### src/rtl/led_seq_pkg.sv
// Shared types and constants for the tick-paced LED sequencer.
package led_seq_pkg;

  localparam int ADDR_W_DFLT = 4;
  localparam int LED_W_DFLT  = 8;
  localparam int HOLD_W_DFLT = 4;

  // Entry layout: {last, hold, pattern}, pattern in the low bits.
  localparam int PAT_LSB  = 0;
  localparam int HOLD_LSB = LED_W_DFLT;
  localparam int LAST_BIT = LED_W_DFLT + HOLD_W_DFLT;
  localparam int ENTRY_W  = LED_W_DFLT + HOLD_W_DFLT + 1;

  typedef enum logic [1:0] {
    S_IDLE  = 2'd0,
    S_FETCH = 2'd1,
    S_LOAD  = 2'd2,
    S_SHOW  = 2'd3
  } state_t;

  // Build an entry word for the default field widths.
  function automatic logic [ENTRY_W-1:0] pack_entry(
    input logic                   last,
    input logic [HOLD_W_DFLT-1:0] hold,
    input logic [LED_W_DFLT-1:0]  pattern
  );
    return {last, hold, pattern};
  endfunction

endpackage

### src/rtl/seq_ram.sv
// Pattern memory: synchronous write, registered read, read-before-write,
// contents untouched by reset.
module seq_ram #(
  parameter int ADDR_W = 4,
  parameter int DATA_W = 13
) (
  input  logic              mclk,
  input  logic              i_wr_en,
  input  logic [ADDR_W-1:0] i_wr_addr,
  input  logic [DATA_W-1:0] i_wr_data,
  input  logic              i_rd_en,
  input  logic [ADDR_W-1:0] i_rd_addr,
  output logic [DATA_W-1:0] o_rd_data
);

  logic [DATA_W-1:0] r_mem [2**ADDR_W];
  logic [DATA_W-1:0] r_rd_data;

  // Write port; the array is deliberately not reset.
  always_ff @(posedge mclk) begin
    if (i_wr_en) r_mem[i_wr_addr] <= i_wr_data;
  end

  // Registered read; a same-edge write to this address is not yet visible.
  always_ff @(posedge mclk) begin
    if (i_rd_en) r_rd_data <= r_mem[i_rd_addr];
  end

  assign o_rd_data = r_rd_data;

endmodule

### src/rtl/tick_led_sequencer.sv
// Steps through RAM entries on divider ticks, holding each LED pattern for
// hold+1 ticks. stop wins over everything; tick is only honoured in SHOW.
module tick_led_sequencer
  import led_seq_pkg::*;
#(
  parameter int ADDR_W = ADDR_W_DFLT,
  parameter int LED_W  = LED_W_DFLT,
  parameter int HOLD_W = HOLD_W_DFLT
) (
  input  logic                     mclk,
  input  logic                     rst,
  input  logic                     tick,
  input  logic                     start,
  input  logic                     stop,
  input  logic                     loop_en,
  input  logic                     wr_en,
  input  logic [ADDR_W-1:0]        wr_addr,
  input  logic [LED_W+HOLD_W:0]    wr_data,
  output logic [LED_W-1:0]         leds,
  output logic                     busy,
  output logic [ADDR_W-1:0]        step_addr,
  output logic                     done,
  output logic [1:0]               dbg_state
);

  localparam int EW     = LED_W + HOLD_W + 1;
  localparam int H_LSB  = LED_W;
  localparam int L_BIT  = LED_W + HOLD_W;

  state_t              r_state,  w_state_nxt;
  logic [LED_W-1:0]    r_leds,   w_leds_nxt;
  logic [HOLD_W-1:0]   r_hold,   w_hold_nxt;
  logic                r_last,   w_last_nxt;
  logic [ADDR_W-1:0]   r_addr,   w_addr_nxt;
  logic                r_done,   w_done_nxt;
  logic                w_rd_en;
  logic [EW-1:0]       w_rd_data;

  seq_ram #(
    .ADDR_W (ADDR_W),
    .DATA_W (EW)
  ) u_ram (
    .mclk      (mclk),
    .i_wr_en   (wr_en),
    .i_wr_addr (wr_addr),
    .i_wr_data (wr_data),
    .i_rd_en   (w_rd_en),
    .i_rd_addr (r_addr),
    .o_rd_data (w_rd_data)
  );

  // State and datapath registers; synchronous reset clears everything but RAM.
  always_ff @(posedge mclk) begin
    if (rst) begin
      r_state <= S_IDLE;
      r_leds  <= '0;
      r_hold  <= '0;
      r_last  <= 1'b0;
      r_addr  <= '0;
      r_done  <= 1'b0;
    end else begin
      r_state <= w_state_nxt;
      r_leds  <= w_leds_nxt;
      r_hold  <= w_hold_nxt;
      r_last  <= w_last_nxt;
      r_addr  <= w_addr_nxt;
      r_done  <= w_done_nxt;
    end
  end

  // Next-state and datapath decode; old pattern stays up through FETCH/LOAD.
  always_comb begin
    w_state_nxt = r_state;
    w_leds_nxt  = r_leds;
    w_hold_nxt  = r_hold;
    w_last_nxt  = r_last;
    w_addr_nxt  = r_addr;
    w_done_nxt  = 1'b0;
    w_rd_en     = 1'b0;
    if (stop) begin
      w_state_nxt = S_IDLE;
      w_leds_nxt  = '0;
      w_hold_nxt  = '0;
      w_last_nxt  = 1'b0;
      w_addr_nxt  = '0;
    end else begin
      case (r_state)
        S_IDLE: begin
          if (start) begin
            w_state_nxt = S_FETCH;
            w_addr_nxt  = '0;
          end
        end
        S_FETCH: begin
          w_rd_en     = 1'b1;
          w_state_nxt = S_LOAD;
        end
        S_LOAD: begin
          w_leds_nxt  = w_rd_data[LED_W-1:0];
          w_hold_nxt  = w_rd_data[H_LSB +: HOLD_W];
          w_last_nxt  = w_rd_data[L_BIT];
          w_state_nxt = S_SHOW;
        end
        S_SHOW: begin
          if (tick) begin
            if (r_hold != '0) begin
              w_hold_nxt = r_hold - 1'b1;
            end else if (!r_last) begin
              w_addr_nxt  = r_addr + 1'b1;
              w_state_nxt = S_FETCH;
            end else begin
              w_done_nxt = 1'b1;
              w_addr_nxt = '0;
              if (loop_en) begin
                w_state_nxt = S_FETCH;
              end else begin
                w_state_nxt = S_IDLE;
                w_leds_nxt  = '0;
              end
            end
          end
        end
        default: w_state_nxt = S_IDLE;
      endcase
    end
  end

  assign leds      = r_leds;
  assign busy      = (r_state != S_IDLE);
  assign step_addr = r_addr;
  assign done      = r_done;
  assign dbg_state = r_state;

endmodule

### config.mk
export PLATFORM = sky130hd
export DESIGN_NAME = tick_led_sequencer
export DESIGN_NICKNAME = d
export VERILOG_FILES = /design/src/rtl/led_seq_pkg.sv /design/src/rtl/seq_ram.sv /design/src/rtl/tick_led_sequencer.sv
export SDC_FILE = /design/constraint.sdc
export NUM_CORES = 1
export LEC_CHECK = 0
export CAP_MARGIN = 20
export CORE_ASPECT_RATIO = 0.6
export CORE_MARGIN = 2
export CORE_UTILIZATION = 55
export DETAILED_ROUTE_END_ITERATION = 16
export PLACE_DENSITY = 0.72
export SLEW_MARGIN = 20
export SYNTH_ARGS = -nofsm -noshare
export SYNTH_HDL_FRONTEND = slang
export SYNTH_SLANG_ARGS = --single-unit
### constraint.sdc
create_clock -name mclk -period 4.3 [get_ports mclk]
set_clock_uncertainty 0.1 [all_clocks]
set_input_delay 1.29 -clock mclk [delete_from_list [all_inputs] [get_ports mclk]]
set_output_delay 1.29 -clock mclk [all_outputs]
set_load 0.01 [all_outputs]
==> flow_summary.toml, run 1 <==
[place]
port_buffers = 39
place.gp.congestion = 0.820
dp_hpwl_um = 11700

[clocking]
cts_max_level = 1
cts_hold_buf = 0
cts_resized = 0
post_cts_buffers = 0
cts_made_buffers = 21
cts-root-buf = "clkbuf_16"
clk_pin_slew_ps = 70
clock_sinks = 241
cts_buffer_depth = 3
cts_tree = "built"
clkLatencyLatePin_ps = 500

[pwr]
irDropWorstVdd_uv = 305
leakage_nw = 3.39
p_total_w = 0.00454
powerDensity_nw_per_um2 = 424

[layout]
layout_commonest_cell = "edfxtp_1"
seq_area_um2 = 7040
area_delta_synth_final_pct = 15.2
multi_input_area_um2 = 2150
drive_gt1_frac = 0.215
final_nets = 556
nFillCells = 1116
insertedDiodeCount = 0
final_cell_mix = "edfxtp_1, mux4_2, clkdlybuf4s50_1"

[global_route]
grt_start_max_net_pins = 56
antenna_found_initial = 0
grt_pass1_wl_um = 28900
grt_pass1_vias = 4794
grt-ovfl-total = 0
grt_util_all_layers = 0.219

[synth]
syn_area_per_cell_um2 = 20.1
ys_ff_latch = 241
synthCells = 462
synth_ff_type = "edfxtp_1"
synth-async-reset-ratio = 0
synth_nets = 493
synth_edf_count = 221
syn_area_um2 = 9300
synth_warnings = 0
synth.distinct_cells = 39
seq_area_frac_synth = 0.757

[timing]
hold_viol_final = 0
rsz0062_at_grt = "no"
holdWs_ps = 370
period_minus_slack_ps = 3360
fin_crit_sh = 0.782
slew_headroom = 0.452
setup_viol = 0
tns_ps = 0
report.final.slew_viol_count = 0
worst_pin_slew_ps = 821
max_freq_ghz = 0.298

[floorplan]
dieArea_um2 = 18000
std_cell_rows = 36
core-area_um2 = 16400
start_util = 0.567
pin_count = 40
die_w_um = 172
die_h_um = 105

[setup_path]
start_kind = "flop"
critPathKind = "reg -> out"
cp.arrival_ps = 1970
crit_required_ps = 2910
cp_max_fo = 7
endpoint_kind = "output pin"

[detailed_routing]
via_per_inst = 6.18
dr.pass1.iters = 7
drc = 0
detail-route-antenna-nets = 0
wl_per_cell_um = 24.6
finalWirelength_um = 18900
drt_iter0_drc = 561
vias = 4748

[outcome]
status = "complete, no violations"

[worst_hold_path]
hold_class = "reg -> reg"

[run]
cap_violations = 0
## worst paths after layout
path | start | to | slack, ps | cells after the start
worst min-delay path | u_ram.o_rd_data[3] | leds[3] | 370 | 1
worst min register to register | u_ram.o_rd_data[3] | leds[3] | 370 | 1
worst max register to register | step_addr[0] | u_ram.o_rd_data[6] | 1610 | 4
worst max-delay path | dbg_state[1] | busy | 940 | 4
## flip-flops by register name, summed over array words and instances, names as in the netlist
name,count
dbg_state,2
r_hold,4
leds,8
r_last,1
step_addr,4
u_ram.o_rd_data,13
done,1
u_ram.r_mem,208
## stage by stage
step	cells	worst slack (ps)	utilization	area, µm²
after global placement	729	1200	0.612	10000
after floorplan	462	1070	-	9300
after global routing	768	842	0.653	10700
final	768	939	0.653	10700
after detailed placement	729	1080	0.613	10000
after CTS	767	927	0.653	10700
## report_power, final
group | switching (W) | total [W] | leakage [nW] | internal, W
registers | 0.0000122 | 0.00261 | 2.16 | 0.00260
logic | 0.0000805 | 0.000129 | 0.902 | 0.0000482
clock network | 0.000776 | 0.00179 | 0.324 | 0.00102
## per-layer routing
| metal | global-route usage | vias to the layer above | share of wire |
|---|---|---|---|
| li1 | - | 2031 | - |
| met1 | 0.354 | 2445 | 0.45 |
| met2 | 0.316 | 245 | 0.45 |
| met3 | 0.0402 | 27 | 0.080 |
| met4 | 0.0408 | 0 | 0.014 |
| met5 | 0 | - | 0 |
## kinds of logic after synthesis
| group | after synthesis | synth area share |
|---|---|---|
| AOI/OAI and AO/OA | 57 | 0.0482 |
| DFF | 241 | 0.757 |
| xor gates and xnor gates | 1 | 0.000942 |
| and+or+nand+nor | 70 | 0.0380 |
| adders and majority gates | 7 | 0.00942 |
| buffers and inverters | 28 | 0.0140 |
| muxes | 58 | 0.132 |
## cell usage after synthesis, types with 4 or more instances
cell	count	area, µm²
nand3b_1	4	30.0
a22oi_1	26	195
o21ai_0	7	35.0
mux4_2	52	1170
nand2_1	17	63.8
ha_1	7	87.6
nor2_1	22	82.6
buf_2	6	30.0
inv_1	9	33.8
mux2i_1	6	60.1
a22o_1	8	70.1
nor2b_1	5	31.3
edfxtp_1	221	6640
clkbuf_1	10	37.5
dfxtp_1	20	400
nor3_1	7	35.0
## critical path: stages (launching register included)
cell and delay, ps:
dfxtp_1 470, inv_1 130, ha_1 260, inv_1 90, clkdlybuf4s50_1 530
## final cells by class
cell class	count	share of cell area
Tap cell	228	0.0266
Multi-Input combinational cell	193	0.201
Sequential cell	241	0.657
Inverter	9	0.00315
Timing Repair Buffer	59	0.0505
Clock inverter	7	0.00584
Clock buffer	31	0.0554
(Power assumes the default switching activity.)
==> run 2: changes to the inputs <==
--- a/config.mk
+++ b/config.mk
@@ -8,9 +8,9 @@
 export CAP_MARGIN = 20
 export CORE_ASPECT_RATIO = 0.6
 export CORE_MARGIN = 2
-export CORE_UTILIZATION = 55
+export CORE_UTILIZATION = 54
 export DETAILED_ROUTE_END_ITERATION = 16
-export PLACE_DENSITY = 0.72
+export PLACE_DENSITY = 0.74
 export SLEW_MARGIN = 20
 export SYNTH_ARGS = -nofsm -noshare
 export SYNTH_HDL_FRONTEND = slang
==> constraint.sdc (replaced) <==
create_clock -name mclk -period 3 [get_ports mclk]
set_clock_uncertainty 0.1 [all_clocks]
set_input_delay 0.9 -clock mclk [delete_from_list [all_inputs] [get_ports mclk]]
set_output_delay 0.9 -clock mclk [all_outputs]
set_load 0.01 [all_outputs]
==> run 2 against run 1 <==
Compared with the run above: count of clock-buffer cells in the layout decreased by 3; die area increased by 1.8%; setup slack got worse by 790 ps; power increased by 48%; highest routed layer unchanged; cell area increased by 1.4%; first-iteration DRC count decreased by 4.6%.
==> flow_summary.toml, run 2 (synthesis results as in run 1) <==
[global_route]
grt-ovfl-total = 0
grt_start_max_net_pins = 56
grt_pass1_wl_um = 28500
grt_pass1_vias = 4658
grt_util_all_layers = 0.212
antenna_found_initial = 0

[pwr]
irDropWorstVdd_uv = 591
switchingPower_w = 0.00127
powerDensity_nw_per_um2 = 620
seq_power_share = 0.557
switching_share = 0.189
leakage_nw = 3.45
power_frac_comb = 0.027
p_total_w = 0.00673
intPower_w = 0.00546
p_clk_frac = 0.416

[setup_path]
crit_required_ps = 2000
critPathKind = "reg -> out"
cp_cell_sequence = "inv_1 > ha_1 > inv_1 > clkdlybuf4s50_1"
start_kind = "flop"
cp_max_fo = 6
cp.arrival_ps = 1860
endpoint_kind = "output pin"
cpMaxStageDelayCell = "clkdlybuf4s50_1"
rr_worst_depth = 4
slowest_delay_ps = 530
crit_top_cell = "inv_1"

[run]
cap_violations = 0

[detailed_routing]
top_layer_used = "met4"
finalWirelength_um = 18800
route.met3.wl_um = 1740
dr.pass1.iters = 5
drc = 0
via_per_inst = 6.10
drt_iter0_drc = 535
met1_length_um = 8830
wl_met2_um = 7920
wl_per_cell_um = 24.1
vias = 4772
detail-route-antenna-nets = 0

[clocking]
clkLatencyLatePin_ps = 500
cts_resized = 0
clock_sinks = 241
cts_max_level = 1
cts_tree = "built"
cts_made_buffers = 22
post_cts_buffers = 0
cts_hold_buf = 0
cts_buffer_depth = 3
cts-root-buf = "clkbuf_16"
clk_pin_slew_ps = 70

[floorplan]
dieArea_um2 = 18300
start_util = 0.547
std_cell_rows = 37
pin_count = 40
die_h_um = 106
die_w_um = 173
core-area_um2 = 17000

[timing]
max_freq_ghz = 0.350
slew_headroom = 0.534
worst_pin_slew_ps = 696
tns_ps = 0
hold_viol_final = 0
fin_crit_sh = 0.952
rsz0062_at_grt = "no"
setup_viol = 0
period_minus_slack_ps = 2860
report.final.slew_viol_count = 0

[place]
port_buffers = 39
place.gp.congestion = 0.804
dp_hpwl_um = 11900

[layout]
largest_register_ffs = 208
final_nets = 563
area_delta_synth_final_pct = 16.9
drive_gt1_frac = 0.226
nFillCells = 1175
regMostFlops = "u_ram.r_mem"
layout_commonest_cell = "edfxtp_1"
final_cell_mix = "edfxtp_1, mux4_2, clkdlybuf4s50_1"
insertedDiodeCount = 0

[worst_hold_path]
hold_class = "reg -> reg"
whs_path_depth = 1

[outcome]
status = "complete, no violations"
[run 2: cell count changes in the layout (fill, tap and decap cells not counted), sizes merged]
cell      delta
buf          +6
inv          -1
bufinv       +2
clkinvlp     +2
clkbuf       -3
clkinv       +2
[run 2: stage by stage]
| stage | utilization | instance area, µm² | hold WS [ps] | setup slack, ps | cells |
|---|---|---|---|---|---|
| 5_1_grt | 0.639 | 10900 | 373 | 46.3 | 782 |
| 3_3_place_gp | 0.596 | 10100 | 353 | 323 | 742 |
| 4_1_cts | 0.639 | 10900 | 360 | 35.3 | 782 |
| 2_1_floorplan | - | 9300 | 342 | 156 | 462 |
| 6_report | 0.639 | 10900 | 360 | 145 | 782 |
| 3_5_place_dp | 0.596 | 10100 | 349 | 254 | 742 |
[run 2: path summary, 6_finish.rpt]
check	startpoint	endpoint	slack (ps)
setup / recovery	dbg_state[0]	busy	140
hold / removal	u_ram.o_rd_data[2]	leds[2]	360
setup reg to reg	step_addr[0]	u_ram.o_rd_data[0]	690
hold reg to reg	u_ram.o_rd_data[2]	leds[2]	360
[run 2: critical path, delay by kind of cell (launching register included)]
kind / cells / cell delay [ps]
fa+ha+maj: 1 / 260
buf+inv: 3 / 710
flops: 1 / 380
[run 2: per-layer routing]
layer  track usage  up-vias
li1              -     2044
met1         0.354     2441
met2         0.289      259
met3        0.0386       28
met4        0.0527        0
met5             0        -
[run 2: power groups by stage]
| stage | logic [W] | clock network, W | registers [W] |
|---|---|---|---|
| after floorplan | 0.0000681 | 0 | 0.00381 |
| after global placement | 0.000176 | 0 | 0.00381 |
| after detailed placement | 0.000184 | 0 | 0.00382 |
| after CTS | 0.000185 | 0.00286 | 0.00375 |
| after global routing | 0.000200 | 0.00300 | 0.00375 |
| final | 0.000185 | 0.00280 | 0.00375 |
[run 2: cell type report]
| class | instances | area (µm²) | share of cell area |
|---|---|---|---|
| clock buffers | 28 | 594 | 0.0547 |
| well taps | 234 | 293 | 0.0270 |
| flip-flops and latches | 241 | 7040 | 0.649 |
| inverters | 9 | 33.8 | 0.00311 |
| clock inverters | 12 | 135 | 0.0124 |
| multi-input cells | 193 | 2150 | 0.198 |
| repair buffers | 65 | 611 | 0.0562 |
==> run 3: changes to the inputs <==
--- a/config.mk
+++ b/config.mk
@@ -9,8 +9,10 @@
 export CORE_ASPECT_RATIO = 0.6
 export CORE_MARGIN = 2
 export CORE_UTILIZATION = 54
+export CTS_CLUSTER_SIZE = 10
 export DETAILED_ROUTE_END_ITERATION = 16
 export PLACE_DENSITY = 0.74
+export REMOVE_ABC_BUFFERS = 1
 export SLEW_MARGIN = 20
 export SYNTH_ARGS = -nofsm -noshare
 export SYNTH_HDL_FRONTEND = slang
==> run 3 against run 2 <==
Compared with the run above: clock power increased by 5%; combinational power increased by 3%; routed wire length increased by 5.1%; critical path depth unchanged; highest routed layer is now met5.
==> flow_summary.toml, run 3 (synthesis results as in run 1) <==
[setup_path]
crit-reg2reg-capture = "u_ram.o_rd_data[1]"
critPathKind = "reg -> out"
cpMaxStageDelayCell = "clkdlybuf4s50_1"
rr_worst_depth = 4
crit_top_cell = "inv_1"
slowest_delay_ps = 550
endpoint_kind = "output pin"
start_kind = "flop"
cp_cell_sequence = "inv_1 > ha_1 > inv_1 > clkdlybuf4s50_1"
cp_max_fo = 6
cp.arrival_ps = 1910
r2r_slack_ps = 690
r2r-start = "step_addr[0]"
startpoint = "dbg_state[0]"
crit_required_ps = 2000

[floorplan]
core-area_um2 = 17000
pin_count = 40
std_cell_rows = 37
die_w_um = 173
die_h_um = 106
dieArea_um2 = 18300
start_util = 0.547

[detailed_routing]
finalWirelength_um = 19800
drc = 0
drt_iter0_drc = 504
via_per_inst = 6.08
detail-route-antenna-nets = 0
wl_per_cell_um = 25.0
dr.pass1.iters = 5
vias = 4810

[timing]
setup_ws_ps = 89.4
period_minus_slack_ps = 2910
rsz0062_at_grt = "no"
max_freq_ghz = 0.344
report.final.slew_viol_count = 0
slew_headroom = 0.298
setup_viol = 0
hold_viol_final = 0
tns_ps = 0
fin_crit_sh = 0.970
worst_pin_slew_ps = 1050
holdWs_ps = 381

[layout]
seq_area_um2 = 7040
final_nets = 576
layout_commonest_cell = "edfxtp_1"
nFillCells = 1126
fin_cells = 791
multi_input_area_um2 = 2150
largest_register_ffs = 208
insertedDiodeCount = 0
area_delta_synth_final_pct = 18.0
regMostFlops = "u_ram.r_mem"
drive_gt1_frac = 0.233
final_cell_mix = "edfxtp_1, mux4_2, clkdlybuf4s50_1"

[clocking]
cts_buffer_depth = 3
cts_max_level = 1
cts_made_buffers = 28
cts_tree = "built"
clk_pin_slew_ps = 60
clkLatencyLatePin_ps = 530
cts-root-buf = "clkbuf_16"
clock_sinks = 241
cts_hold_buf = 0
post_cts_buffers = 0

[pwr]
p_total_w = 0.00689
irDropWorstVdd_uv = 463
leakage_nw = 3.51
powerDensity_nw_per_um2 = 628

[place]
port_buffers = 39
place.gp.congestion = 0.839
post-place-cells = 749
dp_slack_ps = 257
dp_hpwl_um = 13100

[global_route]
grt_pass1_vias = 4886
grt-ovfl-total = 0
grt_util_all_layers = 0.224
antenna_found_initial = 1
grt_start_max_net_pins = 44
grt_pass1_wl_um = 30200

[outcome]
status = "complete, no violations"

[worst_hold_path]
hold_class = "reg -> reg"
hold_start = "leds[7]"
min_delay_worst_endpoint = "leds[7]"
whs_path_depth = 1

[run]
cap_violations = 0
-- run 3: worst max-delay path, delay by kind of cell, from the launching register on --
kind / cells / cell delay, ps
adder cells (fa/ha/maj): 1 / 250
buffers and inverters: 3 / 760
flip-flops: 1 / 380
-- run 3: where the power goes --
| part | total (W) | internal [W] | switching (W) |
|---|---|---|---|
| clock network | 0.00295 | 0.00175 | 0.00120 |
| registers | 0.00375 | 0.00373 | 0.0000189 |
| logic | 0.000191 | 0.0000718 | 0.000119 |
-- run 3: worst max-delay path by stage --
stage | end | depth (start not counted) | slack [ps]
after global routing | busy | 4 | 30
after CTS | busy | 4 | 70
after detailed placement | leds[5] | 4 | 260
final | busy | 4 | 90
after floorplan | u_ram.o_rd_data[0] | 3 | -630
after global placement | u_ram.r_mem[3][11] | 4 | 290
-- run 3: metal layers --
metal / wire [µm] / share of wire / track usage / vias to the layer above
met5: 13 / 0.00066 / 0 / -
met3: 1560 / 0.079 / 0.0527 / 31
met4: 326 / 0.016 / 0.0551 / 2
met1: 9000 / 0.45 / 0.345 / 2503
met2: 8900 / 0.45 / 0.329 / 200
li1: - / - / - / 2074
-- run 3: timing repair --
| action | CTS | global route |
|---|---|---|
| endpoints found under the setup margin | 1 | 0 |
| gates resized for setup | 2 | 0 |
| endpoints found under the hold margin | 0 | 0 |
-- run 3: area by class of cell --
cell class,instances,area share
tap,234,0.0267
timing repair buffer,72,0.0605
sequential,241,0.642
clock buffer,41,0.0703
clock inverter,1,0.000799
multi-input combinational,193,0.196
inverter,9,0.00308
-- run 3: per-stage QoR --
step,cell area [µm²],utilization
3_5_place_dp,10200,0.599
6_report,11000,0.645
5_1_grt,11000,0.645
2_1_floorplan,9200,-
3_3_place_gp,10200,0.599
4_1_cts,11000,0.645
==> RTL change 1: new RTL, settings of run 1 <==
`ADDR_W_DFLT`: 4 -> 6.
--- a/src/rtl/led_seq_pkg.sv
+++ b/src/rtl/led_seq_pkg.sv
@@ -2,5 +2,5 @@
 package led_seq_pkg;
 
-  localparam int ADDR_W_DFLT = 4;
+  localparam int ADDR_W_DFLT = 6;
   localparam int LED_W_DFLT  = 8;
   localparam int HOLD_W_DFLT = 4;
Interface: changed (resized step_addr and wr_addr); port bits go from 40 to 44. No check against the original RTL was run, so the function may have changed too.
==> RTL change 1 against run 1 <==
- cell count increased to 3.6 times the old value
- routed wire length grew to 4.6 times the old value
- sequential cell count grew 626
- global-route usage increased by 5.9 points
- setup slack got worse by 320 ps
- total power grew to 3.8 times the old value
- critical path depth shrank 2
- area after synthesis grew to 3.6 times the old value
- register-to-register slack lost 850 ps
- final area grew to 3.6 times the old value
- via count grew to 3.7 times the old value
- count of clock-buffer cells in the layout up 61
- critical path type unchanged
- critical endpoint is now step_addr[3]
==> RTL change 1: results <==
metrics = {
    "status": {
        "outcome": "complete, no violations",
    },
    "synth": {
        "synth_ff_type": "edfxtp_1",
        "synth-edff-count": 845,
        "synth.top_cells.by_area": "edfxtp_1 75%, mux4_2 9.4%, mux2i_1 4.3%",
        "synth_commonest_cells": "845 x edfxtp_1, 145 x mux2i_1, 141 x mux4_2",
        "ys_seq_area_frac": 0.765,
        "synth_fp_nets": 1708,
        "synth_cell_types": 52,
        "postSynth.asyncResetShare": 0,
        "synth_warnings": 0,
    },
    "worst_setup_path": {
        "cpPeakStageDelay_ps": 770,
        "cp-endpoint": "step_addr[3]",
        "crit_path_end_kind": "output pin",
        "r2r_slack_ps": 760,
        "startpoint": "step_addr[3]",
        "r2r_end": "u_ram.o_rd_data[4]",
        "cpMaxStageDelayCell": "dfxtp_2",
        "rr_worst_depth": 5,
        "critical_path_arrival_ps": 2290,
        "worst-path-max-fanout": 29,
    },
    "clock_network": {
        "cts_made_buffers": 76,
        "insertion_delay_ps": 610,
        "cts_resized": 0,
        "clkSlewWorstSetupHoldPaths_ps": 70,
        "cts_post_setup_buffers_inserted": 0,
        "cts_buffer_depth": 3,
        "ctsHtreeMaxLevel": 3,
        "cts_root_buf": "clkbuf_16",
    },
    "cells_and_area": {
        "largest_reg_flops": 832,
        "regMostFlops": "u_ram.r_mem",
        "drive_above_1_share": 0.230,
        "fin_nets": 1872,
    },
    "global_routing": {
        "grt_pass1_vias": 17077,
        "grt_max_degree": 65,
        "grt_antenna_before_repair": 5,
        "grt_usage": 0.278,
        "grt_pass1_wl_um": 123000,
    },
    "power_and_ir_drop": {
        "vdd_ir_drop_max_v": 0.000247,
        "p_leak_nw": 11.7,
    },
    "placed_design": {
        "hpwl_um": 55700,
        "dp_worst_setup_slack_ps": 628,
        "place.gp.congestion": 1.00,
        "port_buffers": 43,
    },
    "sta": {
        "slew_headroom": 0.163,
        "worst_slack_ps": 616,
    },
    "routing": {
        "drt-wirelength-per-cell_um": 31.5,
        "drc": 0,
        "firstDrtPassIters": 6,
        "vias_per_cell": 6.48,
        "drtIter0Drc": 2786,
    },
}
-- RTL change 1: cell count changes after synthesis, moves of 22 or more --
cell      change
a221oi_1     +22
clkbuf_1     +28
edfxtp_1    +624
mux2i_1     +139
mux4_2       +89
nor2_1       +82
o22ai_1      +43
-- RTL change 1: per-layer routing --
layer / track usage / share of wire / vias to the layer above
li1: - / - / 7272
met1: 0.434 / 0.42 / 9162
met2: 0.354 / 0.40 / 1176
met3: 0.131 / 0.16 / 96
met4: 0.0556 / 0.018 / 2
met5: 0 / 0.00014 / -
-- RTL change 1: cell type report --
cell class / instances / area (µm²)
Multi-Input combinational cell: 705 / 7320
Timing Repair Buffer: 180 / 1490
Clock inverter: 47 / 571
Antenna cell: 4 / 10.0
Inverter: 9 / 33.8
Tap cell: 828 / 1040
Fill cell: 4126 / 22500
Sequential cell: 867 / 25800
Clock buffer: 92 / 2050
-- RTL change 1: power breakdown --
group          switching, W  internal, W
clock               0.00300      0.00419
sequential        0.0000292      0.00932
combinational      0.000362     0.000173
-- RTL change 1: worst min-delay path by stage --
stage	endpoint	startpoint	slack, ps	cells after the start
final	leds[0]	leds[0]	420	2
after global routing	done	r_last	430	2
after CTS	done	r_last	410	2
after detailed placement	done	r_last	400	2
after global placement	leds[4]	u_ram.o_rd_data[4]	380	2
after floorplan	done	r_last	350	2
-- RTL change 1: logic make-up after synthesis --
logic type	synth area share
flops	0.765
compound gates	0.0451
mux	0.142
buf+inv	0.0186
simple gates	0.0250
xor+xnor	0.00130
fa+ha+maj	0.00260
-- RTL change 1: worst max-delay path: cells and delay by family, from the launching register on --
| family | cells | cell delay, ps |
|---|---|---|
| DFF | 1 | 770 |
| buffers and inverters | 2 | 890 |
-- RTL change 1: per-stage QoR --
step	hold WS [ps]	instances	area, µm²	total power, W
floorplan	355	1675	33700	0.00976
global placement	381	2588	35700	0.0100
detailed placement	395	2589	35700	0.0101
CTS	415	2728	38300	0.0171
global route	429	2728	38300	0.0175
finish	417	2732	38300	0.0171
==> RTL change 2: new RTL, flow settings as in run 1 <==
Made on the original files. Take the reset off `r_hold` and load it in a clocked block of its own.
--- a/src/rtl/tick_led_sequencer.sv
+++ b/src/rtl/tick_led_sequencer.sv
@@ -55,5 +55,4 @@
       r_state <= S_IDLE;
       r_leds  <= '0;
-      r_hold  <= '0;
       r_last  <= 1'b0;
       r_addr  <= '0;
@@ -62,9 +61,12 @@
       r_state <= w_state_nxt;
       r_leds  <= w_leds_nxt;
-      r_hold  <= w_hold_nxt;
       r_last  <= w_last_nxt;
       r_addr  <= w_addr_nxt;
       r_done  <= w_done_nxt;
     end
+  end
+
+  always_ff @(posedge mclk) begin
+    r_hold <= w_hold_nxt;
   end
 
Formal check against the unedited RTL: no difference found for any inputs over 10 cycles, from zero or initial values; that may be too few to reach the edited logic, so the function may still have changed.
==> RTL change 2 against run 1 <==
- final area up 1.7%
- sequential share of layout area down 1.1 points
- area after synthesis up 1.8%
- total power up 3.5%
- sequential cell count unchanged
- routed wire length about the same
- critical path depth down 3
- setup slack worse by 79 ps
- critical endpoint is now step_addr[3]
==> RTL change 2: results <==
metrics = {
    "worst_hold_path": {
        "hold_start": "leds[3]",
        "worst_hold_path.num_cells": 2,
        "min_to": "leds[3]",
    },
    "synth": {
        "avgSynthCellArea_um2": 18.0,
        "synth.top_cells.by_area": "edfxtp_1 70%, mux4_2 6.2%, dfxtp_1 4.2%",
        "synthAdderAreaFrac": 0.00925,
        "synth_cell_types": 42,
        "synth_fp_nets": 557,
        "synthMuxAreaShare": 0.125,
        "ys_seq_area_frac": 0.743,
        "synth_commonest_cells": "221 x edfxtp_1, 30 x mux2i_1, 26 x mux2_2, 26 x mux4_2, 21 x nor2_1",
        "synth_xor_area_frac": 0.000925,
        "synth_compound_area_frac": 0.0591,
    },
    "routing": {
        "routed.top_layer": "met4",
        "wirelength_um": 18900,
        "wl_met2_um": 8460,
        "drtIter0Drc": 328,
        "wl_met3_um": 1320,
        "vias_per_cell": 5.88,
        "firstDrtPassIters": 5,
        "met1_length_um": 8780,
    },
    "clock_network": {
        "cts_post_setup_buffers_inserted": 0,
        "cts_root_buf": "clkbuf_16",
        "cts_made_buffers": 22,
    },
    "global_routing": {
        "grt_pass1_wl_um": 29200,
        "grtUsageMet1": 0.325,
        "grt_pass1_vias": 4928,
        "grt_util_met2": 0.323,
        "grt_usage": 0.215,
        "grtUsageMet3": 0.0462,
        "grt_max_degree": 82,
    },
    "sta": {
        "slew_headroom": 0.322,
        "finalCriticalPeriod_ps": 3440,
        "holdWs_ps": 375,
    },
    "cells_and_area": {
        "num-fill-cells": 1184,
        "drive_above_1_share": 0.187,
        "layout.cells.non_filler": 833,
        "fin_nets": 616,
    },
    "placed_design": {
        "place.gp.congestion": 0.853,
        "dp.cells": 795,
        "hpwl_um": 12100,
        "dpl_cell_area_um2": 10200,
        "dp_worst_setup_slack_ps": 1020,
    },
    "worst_setup_path": {
        "cpMaxStageDelayCell": "dfxtp_1",
        "critical_path_arrival_ps": 2050,
        "cp-endpoint": "step_addr[3]",
        "r2r_end": "u_ram.o_rd_data[4]",
        "crit_family": "flip-flops",
        "cpPeakStageDelay_ps": 850,
        "r2r_slack_ps": 1860,
        "r2r-start": "step_addr[2]",
        "rr_worst_depth": 5,
        "startpoint": "step_addr[3]",
        "worst-path-max-fanout": 18,
    },
    "power_and_ir_drop": {
        "vdd_ir_drop_max_v": 0.000468,
        "p_leak_nw": 3.46,
        "internal_power_w": 0.00378,
    },
    "status": {
        "outcome": "complete, no violations",
    },
}
RTL change 2: power by group through the flow:
stage / clock network [W] / registers [W] / logic, W
finish: 0.00188 / 0.00262 / 0.000201
global route: 0.00201 / 0.00262 / 0.000219
CTS: 0.00191 / 0.00262 / 0.000203
detailed placement: 0 / 0.00267 / 0.000202
global placement: 0 / 0.00266 / 0.000195
floorplan: 0 / 0.00266 / 0.000111
RTL change 2: layout make-up:
| type | instances | area, µm² | area share |
|---|---|---|---|
| sequential | 241 | 7040 | 0.646 |
| multi-input combinational | 253 | 2290 | 0.210 |
| clock buffer | 33 | 643 | 0.0590 |
| timing repair buffer | 58 | 546 | 0.0501 |
| tap | 234 | 293 | 0.0269 |
| clock inverter | 5 | 48.8 | 0.00448 |
| inverter | 9 | 33.8 | 0.00310 |
RTL change 2: stage by stage:
step	power (W)	utilization
2_1_floorplan	0.00277	-
3_3_place_gp	0.00286	0.600
3_5_place_dp	0.00287	0.600
4_1_cts	0.00473	0.641
5_1_grt	0.00485	0.641
6_report	0.00470	0.641
